File: src/rtl/sfp_ctrl_pkg.sv
// Shared types and constants for the SFP accumulate/ReLU sequencer.
// Holds the state encoding, the fixed per-state dwell lengths and small sizing helpers.
package sfp_ctrl_pkg;

   typedef enum logic [2:0] {
      ST_IDLE  = 3'd0,
      ST_CLR   = 3'd1,
      ST_ACC   = 3'd2,
      ST_DRAIN = 3'd3,
      ST_RELU  = 3'd4,
      ST_WRITE = 3'd5,
      ST_DONE  = 3'd6
   } sfp_state_t;

   localparam int CLR_CYC   = 1;
   localparam int DRAIN_CYC = 1;
   localparam int RELU_CYC  = 1;

   // Wide enough to count the longest fixed-length state.
   localparam int DWELL_W = 2;

   function automatic int cnt_w(input int n);
      return (n > 1) ? $clog2(n) : 1;
   endfunction

   // Last dwell index for the fixed-length states; other states exit on their own terms.
   function automatic logic [DWELL_W-1:0] dwell_last(input sfp_state_t s);
      case (s)
         ST_CLR:   return DWELL_W'(CLR_CYC - 1);
         ST_DRAIN: return DWELL_W'(DRAIN_CYC - 1);
         ST_RELU:  return DWELL_W'(RELU_CYC - 1);
         default:  return '0;
      endcase
   endfunction

endpackage

File: src/rtl/sfp_addr_gen.sv
// Psum read address generator: a base register stepping by n_o per kernel offset,
// plus the current output position, so the sequencer never needs a multiplier.
module sfp_addr_gen
   import sfp_ctrl_pkg::*;
#(
   parameter int n_o     = 16,
   parameter int pmem_aw = 8,
   parameter int omem_aw = 4
) (
   input  logic               clk,
   input  logic               reset,
   input  logic               clear,
   input  logic               step,
   input  logic [omem_aw-1:0] o,
   output logic [pmem_aw-1:0] addr
);

   localparam logic [pmem_aw-1:0] STRIDE = pmem_aw'(n_o);

   logic [pmem_aw-1:0] base_q;
   logic [pmem_aw-1:0] base_d;

   always_comb begin
      base_d = base_q;
      if (clear) begin
         base_d = '0;
      end else if (step) begin
         base_d = base_q + STRIDE;
      end
   end

   always_ff @(posedge clk) begin
      if (reset) begin
         base_q <= '0;
      end else begin
         base_q <= base_d;
      end
   end

   // Truncation to pmem_aw is intended; the parameter constraint keeps real addresses in range.
   assign addr = base_q + pmem_aw'(o);

endmodule

File: src/rtl/sfp_seq_ctrl.sv
// Sequencer for the SFP output stage: per output position clear, accumulate all kij
// partial sums, apply ReLU, then write the result to output memory.
module sfp_seq_ctrl
   import sfp_ctrl_pkg::*;
#(
   parameter int n_kij   = 9,
   parameter int n_o     = 16,
   parameter int pmem_aw = 8,
   parameter int omem_aw = 4
) (
   input  logic               clk,
   input  logic               reset,
   input  logic               start,
   output logic               busy,
   output logic               done,
   output logic               pmem_rd,
   output logic [pmem_aw-1:0] pmem_addr,
   output logic               sfp_clr,
   output logic               sfp_acc,
   output logic               omem_wr,
   output logic [omem_aw-1:0] omem_addr
);

   localparam int KIJ_W = cnt_w(n_kij);
   localparam logic [KIJ_W-1:0]   KIJ_LAST = KIJ_W'(n_kij - 1);
   localparam logic [omem_aw-1:0] O_LAST   = omem_aw'(n_o - 1);

   sfp_state_t state_q;
   sfp_state_t state_d;

   logic [KIJ_W-1:0]   kij_q;
   logic [KIJ_W-1:0]   kij_d;
   logic [omem_aw-1:0] o_q;
   logic [omem_aw-1:0] o_d;
   logic [DWELL_W-1:0] dwell_q;
   logic [DWELL_W-1:0] dwell_d;

   logic               kij_last;
   logic               o_last;
   logic               fixed_last;
   logic [pmem_aw-1:0] gen_addr;

   assign kij_last   = (kij_q == KIJ_LAST);
   assign o_last     = (o_q == O_LAST);
   assign fixed_last = (dwell_q == dwell_last(state_q));

   sfp_addr_gen #(
      .n_o     (n_o),
      .pmem_aw (pmem_aw),
      .omem_aw (omem_aw)
   ) u_addr_gen (
      .clk   (clk),
      .reset (reset),
      .clear (state_q == ST_CLR),
      .step  (state_q == ST_ACC),
      .o     (o_q),
      .addr  (gen_addr)
   );

   always_ff @(posedge clk) begin
      if (reset) begin
         state_q <= ST_IDLE;
      end else begin
         state_q <= state_d;
      end
   end

   always_comb begin
      state_d = state_q;
      case (state_q)
         ST_IDLE:  if (start)      state_d = ST_CLR;
         ST_CLR:   if (fixed_last) state_d = ST_ACC;
         ST_ACC:   if (kij_last)   state_d = ST_DRAIN;
         ST_DRAIN: if (fixed_last) state_d = ST_RELU;
         ST_RELU:  if (fixed_last) state_d = ST_WRITE;
         ST_WRITE: state_d = o_last ? ST_DONE : ST_CLR;
         ST_DONE:  state_d = ST_IDLE;
         default:  state_d = ST_IDLE;
      endcase
   end

   // Counters: kij restarts for every output position, o only when the tile begins.
   always_comb begin
      kij_d   = kij_q;
      o_d     = o_q;
      dwell_d = '0;
      case (state_q)
         ST_IDLE: begin
            kij_d = '0;
            o_d   = '0;
         end
         ST_CLR: begin
            kij_d   = '0;
            dwell_d = fixed_last ? '0 : dwell_q + DWELL_W'(1);
         end
         ST_ACC: begin
            if (!kij_last) begin
               kij_d = kij_q + KIJ_W'(1);
            end
         end
         ST_DRAIN, ST_RELU: begin
            dwell_d = fixed_last ? '0 : dwell_q + DWELL_W'(1);
         end
         ST_WRITE: begin
            if (!o_last) begin
               o_d = o_q + omem_aw'(1);
            end
         end
         default: begin
            kij_d = kij_q;
         end
      endcase
   end

   always_ff @(posedge clk) begin
      if (reset) begin
         kij_q   <= '0;
         o_q     <= '0;
         dwell_q <= '0;
      end else begin
         kij_q   <= kij_d;
         o_q     <= o_d;
         dwell_q <= dwell_d;
      end
   end

   // The SFP consumes read data one cycle late, so kij=0 reads but does not accumulate.
   always_comb begin
      busy      = (state_q != ST_IDLE);
      done      = 1'b0;
      pmem_rd   = 1'b0;
      pmem_addr = '0;
      sfp_clr   = 1'b0;
      sfp_acc   = 1'b0;
      omem_wr   = 1'b0;
      omem_addr = '0;
      case (state_q)
         ST_CLR: sfp_clr = 1'b1;
         ST_ACC: begin
            pmem_rd   = 1'b1;
            pmem_addr = gen_addr;
            sfp_acc   = (kij_q != '0);
         end
         ST_DRAIN: sfp_acc = 1'b1;
         ST_WRITE: begin
            omem_wr   = 1'b1;
            omem_addr = o_q;
         end
         ST_DONE: done = 1'b1;
         default: done = 1'b0;
      endcase
   end

   a_clr_acc_excl: assert property (@(posedge clk) disable iff (reset) !(sfp_clr && sfp_acc));

endmodule
File: config.mk
export PLATFORM = sky130hd
export DESIGN_NAME = sfp_seq_ctrl
export DESIGN_NICKNAME = d
export VERILOG_FILES = /design/src/rtl/sfp_ctrl_pkg.sv /design/src/rtl/sfp_addr_gen.sv /design/src/rtl/sfp_seq_ctrl.sv
export SDC_FILE = /design/constraint.sdc
export NUM_CORES = 1
export LEC_CHECK = 0
export ABC_AREA = 1
export CAP_MARGIN = 10
export CORE_UTILIZATION = 45
export CTS_BUF_LIST = sky130_fd_sc_hd__clkbuf_8
export DETAILED_ROUTE_END_ITERATION = 10
export PLACE_DENSITY_LB_ADDON = 0.08
export SYNTH_ARGS = -nofsm -noshare
export SYNTH_HDL_FRONTEND = slang
export SYNTH_SLANG_ARGS = --single-unit
File: constraint.sdc
create_clock -name clk -period 2.4 [get_ports clk]
set_input_delay 0.36 -clock clk [delete_from_list [all_inputs] [get_ports clk]]
set_output_delay 0.36 -clock clk [all_outputs]
set_load 0.01 [all_outputs]
==> results.md <==
* Max-slew violation total from the final report at 0
* Maximum fanout encountered on the critical timing path at 13
* Antenna violations before repair at 0
* Required time at the endpoint of the critical path at 2.04 ns
* Post-Synthesis Mean Instance Area at 6.81 µm²
* Hold Slack at 0.410 ns
* Minimum clock period at 2.25 ns
* Outcome: completed
* Number of register bits inferred by synthesis at 17
* Launching element type of the critical path: flip-flop
* Crit path buffers/inverters at 2
* Worst-path cell chain: inv_1, nand3_2, nor2_1, clkdlybuf4s50_1
* Die W at 49.6 µm
* Fin Setup TNS at 0 ns
* IR drop worst, VDD at 0.000513 V
* Antenna diode instance count at 0
* Startpoint of the worst-slack reg-to-reg timing path: state_q[2]
* Synthesis-to-finish area growth at 25.2%
* Height of the die at 49.6 µm
* Top cells by area in the synthesized netlist: dfxtp_1 33%, nor2_1 11%, inv_1 8.8%
* TritonCTS clock tree: built
* Layout cell share with drive strength beyond 1 at 9.94%
* Total clock buffers created by CTS at 3
* Setup Slack @ Placement at 0.427 ns
* Sequential element share of the synthesized area at 33.3%
* DRC violations left at 0
* Buffers on Ports at 20
* Number of buffers on the longest clock path at 2
* Setup repair after global routing missed its margin: no
* Standard cell with the maximum stage delay on the critical path: clkdlybuf4s50_1
* Largest net degree at the start of global routing at 14
* Vias in the first global route at 892
* Post-CTS Setup Repair Bufs at 0
* Max capacitance violation total at 0
* Reg2reg setup slack at 0.92 ns
* Core ar. at 2040 µm²
* Aggregate global routing overflow at 0
* FP Rows at 16
* Level count of the clock H-tree at 1
* Destination of the worst hold path: dwell_q[0]
* End of the worst register-to-register path: state_q[0]
* Root buffer cell: clkbuf_8
* Cells after Synth at 150
* Number of design-rule violations left by the first detailed-router iteration at 11
* Last weighted congestion value of the routability-driven placer at 0.869
* Kind of cell with the highest combined delay on the critical path: buffers and inverters
* Arrival time reported for the critical path endpoint at 1.89 ns
* F_max at 0.444 GHz
* Count of hold-fix buffers inserted at cts at 0
* Category of the most critical setup path: flip-flop to primary output
* Fillers at 219
* Worst-path clk slew at 0.07 ns
* Wire length of the first global-routing pass at 3640 µm
* Number of distinct library cell variants in the gate-level netlist after synthesis at 24
* Top-level I/O count at 21
* Origin of the worst min-delay path: dwell_q[0]
* Synth area leader: dfxtp_1
* R2R cell count at 7
* Leak at 0.510 nW
* Final nets at 180
* Max-slew headroom at 74.9%
* Delay of the slowest critical-path stage at 0.56 ns
* Total nets after synthesis at 158
* Number of vias in the routed layout at 965
* DP HPWL at 1590 µm
* Sink count of the clock tree at 17
* Remaining number of nets flagged by the antenna check after routing at 0
* PostCTS Resize Cnt at 0
* Final Worst Setup Slack at 0.146 ns
* Fin. Hold Viols at 0
* Insertion delay to the later sink of the worst-skew pair at 0.26 ns
* Mean number of vias per cell at 4.87
* Effective utilization at floorplan at 50.0%
* Average detailed-routed wire length per instance at 10.4 µm
* Instance count along the most critical hold path at 1
* Cell Area, Synth at 1020 µm²
* Die ar. at 2460 µm²
* Count of warnings emitted by yosys at 0
* Global Route Usage Sum at 19.7%
* DRT Pass-1 Iters at 4
* Pwr Total at 1.20 mW
* Power density cells at 936 nW/µm²
* Post-route clock period utilization at 93.9%
* Final setup violation count at 0
* Tightest Hold Check Type: flip-flop to flip-flop
* Least-Margin Pin Slew at 0.376 ns
* Detailed-route wire length at 2050 µm
* Clock Skew at 0.00657 ns
* Area share of the leading cell type in the synthesized netlist at 33.3%
* Endpoint class of the critical path: primary output
==> synthesized netlist by cell type, drive strengths merged <==
cell and count:
a21oi 12, nand3b 1, nand2 26, o21ai 5, ha 5, nor3 3
a211oi 2, nor3b 1, a311oi 1, xor2 1, nor2 33, inv 26
dfxtp 17, nand3 14, buf 3
==> through the flow <==
stage / std cells / instance area [µm²] / utilization (%)
global placement: 194 / 1230 / 60.4
CTS: 198 / 1280 / 62.6
floorplan: 150 / 1020 / -
finish: 198 / 1280 / 62.6
global route: 198 / 1280 / 62.6
detailed placement: 194 / 1230 / 60.4
==> metal layers <==
metal  wire length (µm)  part of all wire (%)  global-route usage [%]  vias to the layer above
li1                   -                     -                       -                      511
met1                974                    47                    22.5                      428
met2                935                    46                    33.1                       21
met3                 73                   3.6                    2.78                        5
met4                 68                   3.3                    14.3                        0
met5                  0                     0                       0                        -
==> where the power goes <==
part | internal (mW) | switching (mW) | leakage (nW) | total, mW
sequential | 0.335 | 0.0723 | 0.138 | 0.407
combinational | 0.223 | 0.348 | 0.346 | 0.570
clock | 0.115 | 0.104 | 0.0255 | 0.219
==> state kept, by name, indices dropped and copies added (netlist names) <==
register / flops
state_q: 3
dwell_q: 2
kij_q: 4
o_q: 4
u_addr_gen.base_q: 4
==> worst max path at each step <==
stage | start | to | cells after the start
global route | state_q[2] | pmem_addr[4] | 4
finish | state_q[2] | pmem_addr[4] | 4
global placement | state_q[2] | pmem_addr[6] | 4
CTS | state_q[2] | pmem_addr[4] | 4
floorplan | state_q[2] | pmem_addr[4] | 5
detailed placement | state_q[2] | pmem_addr[4] | 4
==> cells by family after synthesis <==
| kind of cell | synth area share, % |
|---|---|
| compound gates | 11.0 |
| flops | 33.3 |
| simple gates | 36.6 |
| xor+xnor | 0.858 |
| buf+inv | 12.0 |
| fa+ha+maj | 6.13 |
==> cells in the final DEF, fill, tap and decap left out, drive strengths merged <==
cell and instances:
dfxtp 17, ha 5, a21oi 12, o21ai 5
clkinv 1, inv 26, clkbuf 3, nand3b 1
nand2 26, a311oi 1, nor2 33, a211oi 2
clkdlybuf4s50 20, nand3 14, nor3b 1, xor2 1
nor3 3
==> cell type report <==
class	count	area [µm²]	share of cell area [%]
inverters	26	100	7.83
flip-flops and latches	17	340	26.6
clock buffers	3	41.3	3.23
well taps	27	33.8	2.64
repair buffers	20	200	15.7
clock inverters	1	5.00	0.391
multi-input cells	104	558	43.6
(Power assumes the default switching activity.)
